File: config.mk
export PLATFORM = sky130hd
export DESIGN_NAME = bmu_req_arbiter
export DESIGN_NICKNAME = d
export VERILOG_FILES = /design/src/rtl/bmu_req_arbiter.sv
export SDC_FILE = /design/constraint.sdc
export NUM_CORES = 1
export LEC_CHECK = 0
export CAP_MARGIN = 20
export CORE_AREA = 2 2 228 230
export DETAILED_ROUTE_END_ITERATION = 10
export DIE_AREA = 0 0 230 232
export DONT_BUFFER_PORTS = 1
export HOLD_SLACK_MARGIN = 0.05
export PLACE_DENSITY = 0.3
export SYNTH_ARGS = -nofsm -noshare
export SYNTH_HDL_FRONTEND = slang
export SYNTH_SLANG_ARGS = --single-unit
File: constraint.sdc
create_clock -name clk -period 3 [get_ports clk]
set_input_delay 0.3 -clock clk [delete_from_list [all_inputs] [get_ports clk]]
set_output_delay 0.3 -clock clk [all_outputs]
set_load 0.02 [all_outputs]
File: src/rtl/bmu_req_arbiter.sv
// rtl/bmu_req_arbiter.sv - round-robin arbiter sharing one BMU between NUM_REQ requesters
// Registers the winner's operands into the BMU and returns its result tagged with the requester ID.
package rtl_pkg;

  typedef struct packed {
    logic land;
    logic lor;
    logic lxor;
    logic add;
    logic sub;
  } rtl_alu_pkt_t;

endpackage

module bmu_req_arbiter
  import rtl_pkg::*;
#(
  parameter int NUM_REQ = 4,
  parameter int RES_LAT = 1,
  localparam int IDW = $clog2(NUM_REQ),
  localparam int CW  = $clog2(RES_LAT + 2)
) (
  input  logic                          clk,
  input  logic                          rst_l,
  input  logic                          arb_en,
  input  logic                          scan_mode,
  input  logic [NUM_REQ-1:0]            req_valid,
  output logic [NUM_REQ-1:0]            req_ready,
  input  rtl_alu_pkt_t [NUM_REQ-1:0]    req_ap,
  input  logic [NUM_REQ-1:0]            req_csr_ren,
  input  logic [NUM_REQ-1:0][31:0]      req_csr_rddata,
  input  logic [NUM_REQ-1:0][31:0]      req_a,
  input  logic [NUM_REQ-1:0][31:0]      req_b,
  output logic                          bmu_scan_mode,
  output logic                          bmu_valid_in,
  output rtl_alu_pkt_t                  bmu_ap,
  output logic                          bmu_csr_ren_in,
  output logic [31:0]                   bmu_csr_rddata,
  output logic signed [31:0]            bmu_a_in,
  output logic [31:0]                   bmu_b_in,
  input  logic [31:0]                   bmu_result_ff,
  input  logic                          bmu_error,
  output logic                          rsp_valid,
  output logic [IDW-1:0]                rsp_id,
  output logic [31:0]                   rsp_result,
  output logic                          rsp_error,
  output logic [CW-1:0]                 inflight_cnt
);

  logic [IDW-1:0]             ptr;
  logic [IDW-1:0]             winner;
  logic                       accept;
  logic [RES_LAT:0]           tag_v;
  logic [RES_LAT:0][IDW-1:0]  tag_id;

  assign bmu_scan_mode = scan_mode;

  // Lowest distance above the last winner wins, so every requester is reached within NUM_REQ grants.
  always_comb begin : grant_scan
    int idx;
    idx       = 0;
    winner    = ptr;
    accept    = 1'b0;
    req_ready = '0;
    if (arb_en) begin
      for (int k = 1; k <= NUM_REQ; k++) begin
        idx = int'(ptr) + k;
        if (idx >= NUM_REQ) idx = idx - NUM_REQ;
        if (!accept && req_valid[IDW'(idx)]) begin
          accept = 1'b1;
          winner = IDW'(idx);
        end
      end
    end
    if (accept) req_ready = NUM_REQ'(1) << winner;
  end

  always_ff @(posedge clk) begin
    if (!rst_l) begin
      ptr            <= IDW'(NUM_REQ - 1);
      bmu_valid_in   <= 1'b0;
      bmu_ap         <= '0;
      bmu_csr_ren_in <= 1'b0;
      bmu_csr_rddata <= '0;
      bmu_a_in       <= '0;
      bmu_b_in       <= '0;
      tag_v          <= '0;
      tag_id         <= '0;
      inflight_cnt   <= '0;
    end else begin
      bmu_valid_in <= accept;
      if (accept) begin
        ptr            <= winner;
        bmu_ap         <= req_ap[winner];
        bmu_csr_ren_in <= req_csr_ren[winner];
        bmu_csr_rddata <= req_csr_rddata[winner];
        bmu_a_in       <= req_a[winner];
        bmu_b_in       <= req_b[winner];
      end
      // Stage 0 lines up with bmu_valid_in; stage RES_LAT with the BMU result.
      tag_v[0]  <= accept;
      tag_id[0] <= winner;
      for (int k = 1; k <= RES_LAT; k++) begin
        tag_v[k]  <= tag_v[k-1];
        tag_id[k] <= tag_id[k-1];
      end
      inflight_cnt <= inflight_cnt + CW'(accept) - CW'(tag_v[RES_LAT]);
    end
  end

  assign rsp_valid  = tag_v[RES_LAT];
  assign rsp_id     = tag_id[RES_LAT];
  assign rsp_result = rsp_valid ? bmu_result_ff : '0;
  assign rsp_error  = rsp_valid & bmu_error;

endmodule

## Word level (Yosys, flattened, before mapping)

Index checks and enable logic that the tools add are counted.

- $add $sub $neg: 10
- Shift-type cells: 1
- Reduce and logical (&&, ||, !) cells: 6
- Bitwise logic cells: 1
- $lt $le $gt $ge: 9
- Mux-type cells: 45

Operators with widths:

| kind | count |
|---|---|
| $bmux W32 S2 | 3 |
| $mux W32 | 4 |
| $mux W2 | 13 |
| $mux W1 | 17 |
| $lt A2 B4 Y1 const B | 4 |
| $bmux W1 S2 | 5 |
| $bmux W5 S2 | 1 |
| $ge A3 B3 Y1 const B | 3 |
| $sub A2 B1 Y2 const B | 4 |
| $add A2 B2 Y3 const B | 2 |
| $mux W5 | 1 |
| $add A2 B3 Y4 const B | 1 |
| $ge A4 B3 Y1 const B | 1 |
| $mux W4 | 1 |
| $shl A1 B2 Y4 const A | 1 |
| $add A2 B1 Y3 const B | 1 |
| $logic_and A1 B1 Y1 | 3 |
| $logic_not A1 Y1 | 3 |
| $lt A2 B3 Y1 const B | 1 |
| $add A2 B1 Y2 | 1 |
| $sub A2 B1 Y2 | 1 |
| $and A1 B1 Y1 | 1 |

- Register bits after elaboration: 113
- Input bits: 449
- Word-level logic and storage cells: 87
- Output and inout port bits: 146

## Longest topological paths before layout

- Depth after elaboration: 23
- Mapped depth: 11
- Depth with buffers taken out: 8

## Least setup slack after synthesis

Ideal clock, no wire load.

- Path kind: reg2out
- Start: register ptr[0]
- End: output req_ready[1]
- Data required time: 2.700 ns
- Path slack: 0.494 ns
- Path buffers: 1
- Cell stages (with the launch flop): 8
- Arrival: 2.206 ns
- Cells stage by stage: dfxtp_1 -> buf_2 -> or3b_2 -> a21oi_1 -> a31oi_1 -> o21ai_0 -> mux2i_1 -> nor3b_1

- Cells in the longest elaborated chain, start to end: 23
- Elaborated cells between the ends (all ways): 53
- Those cells by class: 8 x add/sub; 4 x order compare; 1 x shift; 34 x mux; 6 x reduce/logical

Ends and longest elaborated chain:

| item | RTL line | source |
|---|---|---|
| start, declared | 50 | `logic [IDW-1:0] ptr;` |
| start signal, assigned | 80 | `ptr <= IDW'(NUM_REQ - 1);` |
| start signal, assigned | 93 | `ptr <= winner;` |
| $add A2 B1 Y3 | 67 | `idx = int'(ptr) + k;` |
| $ge A3 B3 Y1 or $sub A2 B1 Y2 (tied branches) | 68 | `if (idx >= NUM_REQ) idx = idx - NUM_REQ;` |
| $mux W2 | 68 |  |
| $mux W2 | 65 | `if (arb_en) begin` |
| $bmux W1 S2 | 69 | `if (!accept && req_valid[IDW'(idx)]) begin` |
| $mux W1 (implied by the code) (2 in series) | 69 |  |
| $mux W1 | 69 |  |
| $mux W1 | 65 |  |
| [6 not listed] | - |  |
| $mux W1 | 69 |  |
| $mux W1 | 65 |  |
| $logic_not A1 Y1 | 69 |  |
| $logic_and A1 B1 Y1 | 69 |  |
| $mux W2 | 69 |  |
| $mux W2 | 65 |  |
| $shl A1 B2 Y4 | 75 | `if (accept) req_ready = NUM_REQ'(1) << winner;` |
| $mux W4 (*) | 75 |  |
| end, declared | 28 | `output logic [NUM_REQ-1:0] req_ready,` |

Mark *: on every way between the ends. The rest lies on a longest branch, timed or not. The select of a mux whose other input is x is not followed.

## Final worst setup path

- Start: register ptr[1]
- End: register bmu_a_in[10]

- Cells in the longest elaborated chain, start to end: 23
- Elaborated cells between the ends (all ways): 53
- Those cells by class: 8 x add/sub; 4 x order compare; 35 x mux; 6 x reduce/logical

Ends and longest elaborated chain:

| item | RTL line | source |
|---|---|---|
| $add A2 B1 Y3 | 67 |  |
| $ge A3 B3 Y1 or $sub A2 B1 Y2 (tied branches) | 68 |  |
| $mux W2 | 68 |  |
| $mux W2 | 65 |  |
| $bmux W1 S2 | 69 |  |
| $mux W1 (implied by the code) (2 in series) | 69 |  |
| $mux W1 | 69 |  |
| $mux W1 | 65 |  |
| [6 not listed] | - |  |
| $mux W1 | 69 |  |
| $mux W1 | 65 |  |
| $logic_not A1 Y1 | 69 |  |
| $logic_and A1 B1 Y1 | 69 |  |
| $mux W2 | 69 |  |
| $mux W2 | 65 |  |
| $bmux W32 S2 | 97 | `bmu_a_in <= req_a[winner];` |
| $mux W32 (implied by the code) | 97 |  |
| end signal, assigned | 97 |  |
| end, declared | 39 | `output logic signed [31:0] bmu_a_in,` |

Parallel ways exist; a longest one is shown, timed or not. The select of a mux whose other input is x is not followed.
A chain may end at the register's enable or synchronous reset.

==> results.md <==
- The most instantiated flip-flop cell in the synthesis netlist is dfxtp_1.
- The detail-routed via count per cell is 4.25.
- The post-route minimum period is 2.80 ns.
- The switching power of the nets is 0.00156 W.
- The share of async-settable or async-resettable flops after synthesis is 0%.
- The placeable core area is 50900 um^2.
- The transition time at the pin with the least slew margin is 0.786 ns.
- The half-perimeter wire length after detailed placement is 19900 um.
- CTS placed an instance of clkbuf_16 at the clock tree root.
- In this run the biggest area consumer among cell types represents 36.2% of the synthesized area.
- The total overflow left after global routing is 0.
- Relative to the synthesized area, the layout overhead comes to 34.5%.
- The first detailed-routing pass ran for 4 iterations.
- The number of distinct library cells after synthesis is 41.
- The kind of path behind the tightest hold check is primary input to flop.
- In the routed design, unresolved DRC markers number 0.
- The count of buffers from port buffering is 0.
- The count of endpoints failing setup in the final report is 0.
- The worst setup path is launched from a flop.
- The post-route core utilization is 16.4%.
- Ranked by instance count, the synthesized netlist is headed by dfxtp_1, a221o_1, a22o_1.
- Along the worst path, the maximum fanout reaches 28.
- The die width is 230 um.
- The run finished with clean final reports.
- The initialized floorplan defines 83 standard-cell rows.
- The remaining antenna violation count after routing is 0.
- dfxtp_1 takes more of the synthesized area than any other cell.
- The post-synth net total is 1025.
- The switching share of total power is 35.1%.
- The design area is 8330 um^2.
- The hold violation total from the final report is 0.
- In the post-synthesis netlist, the cell with the most instances is dfxtp_1.
- During I/O placement, the number of pins put on the boundary was 595.
- The total placed instance area is 6960 um^2.
- Summing every instance area after synthesis gives 6200 um^2.
- Static timing analysis puts the maximum clock frequency at 0.357 GHz.
- The synthesized design contains 0 enable-type register cells.
- The synthesized instance count is 574.
- Combinational logic is responsible for 23.7% of the overall power.
- Global routing consumed, over all layers together, 9.58% of the routing resources.
- The worst slew slack as a fraction of its limit is 47.6%.
- The area of the die is 53400 um^2.
- The worst-case IR drop observed on VDD is 0.263 mV.
- After detailed routing, the average wire length per cell comes to 21.1 um.
- The leakage power is 2.95 nW.
- The final layout contains routed wiring with a total length of 28000 um.
- For the worst-skew pair, the clock arrives at the later sink with an insertion delay of 0.39 ns.
- The fraction of the cycle the final worst path needs is 93.5%.
- The endpoint type of the worst setup path is a flop.
- Setup repair after global routing left no endpoint under its margin.
- The number of storage elements in the synthesis netlist is 112.
- The level count of the clock H-tree is 3.
- The sequential fraction of design power is 47.1%.
- Counting along the longest clock path gives a buffer depth of 2.
- Power spread over the standard cell area amounts to 535 nW/um^2.
- The max-slew violation count is 0.
- The final route contains 5659 vias.
- The synthesis warning total is 0.
- The first global-routing pass estimated 37500 um of wire.
- Entering global routing, the biggest net connects 103 pins.
- From bottom edge to top edge, the die measures 232 um.
- The TritonCTS clock tree is done.
- After filler insertion, the fill cell instance count of the layout stands at 5677.
- The effective utilization at floorplan is 12.2%.
- The category of the most critical setup path is flop to flop.
- The worst path required time is 3.29 ns.
- The number of clock sinks seen by CTS is 112.
- Clock-pin slew was measured on the worst setup and hold paths at 0.09 ns.
- The number of clock buffers added by TritonCTS is 9.
- The number of antenna violations at the first check in global routing was 7.
- The setup skew after layout is 0.0108 ns.
- The routability congestion estimate is 0.756.
- Across the run, the number of max-cap violations was 0.
- In the post-synthesis netlist, the biggest area contributors are dfxtp_1, a221o_1, mux2_2.
- The number of global-route vias before repair was 5713.
- In this run, the number of DRC markers left after iteration 0 of detailed routing was 230.
- The average instance in the mapped netlist occupies 10.8 um^2.
- The sequential-to-total area share from yosys stat is 36.2%.
- STA puts the critical path data arrival time at 3.09 ns.
- The accumulated negative setup slack is 0 ns.
- The internal power of the cells totals 0.00289 W.
- The number of nets in the layout is 1090.
- Of the cells placed in the final design, the portion with a size suffix greater than 1 is 20.7%.
- The clock network is responsible for 29.2% of the overall power.
-- final timing paths --
| check | slack, ns | from | end | cells after the start |
|---|---|---|---|---|
| worst max-delay path | 0.20 | ptr[1] | bmu_a_in[10] | 8 |
| worst min-delay path | 0.12 | req_b[93] | bmu_b_in[29] | 2 |
| worst max register to register | 0.20 | ptr[1] | bmu_a_in[10] | 8 |
| worst min register to register | 0.46 | tag_id[0] | rsp_id[0] | 1 |
-- flip-flops by register name, summed over array words and instances (netlist names) --
register        flops
bmu_a_in           32
bmu_b_in           32
bmu_csr_rddata     32
bmu_ap              5
inflight_cnt        2
ptr                 2
rsp_id              2
tag_id              2
tag_v               2
bmu_csr_ren_in      1
-- power groups by stage --
stage	sequential [W]	clock (W)	combinational [W]
final	0.00210	0.00130	0.00106
after detailed placement	0.00214	0	0.000919
after floorplan	0.00205	0	0.000756
after CTS	0.00210	0.00140	0.00104
after global placement	0.00215	0	0.000917
after global routing	0.00212	0.00144	0.00114
-- metal layers --
layer	up-vias	GRT usage (%)	wire, um
met5	-	0	11
met2	360	16.6	14100
li1	2457	-	-
met1	2790	9.85	10400
met3	50	3.24	2270
met4	2	6.27	1250
-- layout by cell type (no fill, tap or decap), types with 2 or more instances in the layout --
cell             n
nor2_1           8
a22o_1         102
mux2_1          14
clkinv_4         3
o211ai_1         2
buf_12           4
mux2i_4          2
a221o_1        102
dfxtp_1        111
inv_2            2
mux2_2          88
ha_1             2
buf_4            8
diode_2          6
clkbuf_16       10
nor3b_1          3
dlygate4sd3_1  103
and2_1          37
a31oi_1          2
inv_1            3
nand2_1          5
nor2_4           3
clkbuf_8         2
o21ai_0          2
a21oi_1          2
-- final cells by class --
type / count / area, um^2 / area share [%]
diodes: 6 / 15.0 / 0.180
well taps: 680 / 851 / 10.2
inverters: 5 / 18.8 / 0.225
clock buffers: 12 / 256 / 3.08
flip-flops and latches: 112 / 2240 / 26.9
repair buffers: 117 / 1210 / 14.5
multi-input cells: 394 / 3700 / 44.4
clock inverters: 4 / 37.5 / 0.451
-- critical path: stages (launching register included) --
cell      delay [ns]
dfxtp_1         0.48
and4bb_2        0.27
nor3_2          0.23
nand3_2         0.18
mux2i_4         0.28
buf_4           0.21
buf_6           0.31
mux2_2          0.39
a221o_1         0.33
-- cell families (layout without fill, tap and decap cells) --
| family | count (synthesis) | count (layout) | share of synthesized area (%) |
|---|---|---|---|
| and+or+nand+nor | 69 | 69 | 6.79 |
| muxes | 105 | 105 | 19.1 |
| other | 0 | 6 | 0 |
| adders and majority gates | 2 | 2 | 0.404 |
| buffers and inverters | 68 | 138 | 4.83 |
| AOI/OAI and AO/OA | 216 | 216 | 32.4 |
| xor gates and xnor gates | 2 | 2 | 0.283 |
| DFF | 112 | 112 | 36.2 |
-- through the flow --
stage | hold slack, ns | instances | power (W) | setup slack (ns)
final | 0.120 | 1330 | 0.00446 | 0.195
after global placement | 0.369 | 1203 | 0.00306 | 0.328
after floorplan | 0.362 | 574 | 0.00281 | 0.494
after global routing | 0.0900 | 1330 | 0.00470 | 0.0566
after CTS | 0.0685 | 1322 | 0.00454 | 0.00578
after detailed placement | 0.367 | 1203 | 0.00305 | 0.328
-- what timing repair did --
| item | 4_1_cts | 5_1_grt |
|---|---|---|
| hold buffers | 103 | 0 |
| buffers inserted | 0 | 1 |
| resized for setup | 0 | 3 |
| endpoints found under the hold margin | 108 | 0 |
| endpoints found under the setup margin | 0 | 3 |
Power figures use the tool's default switching activity.
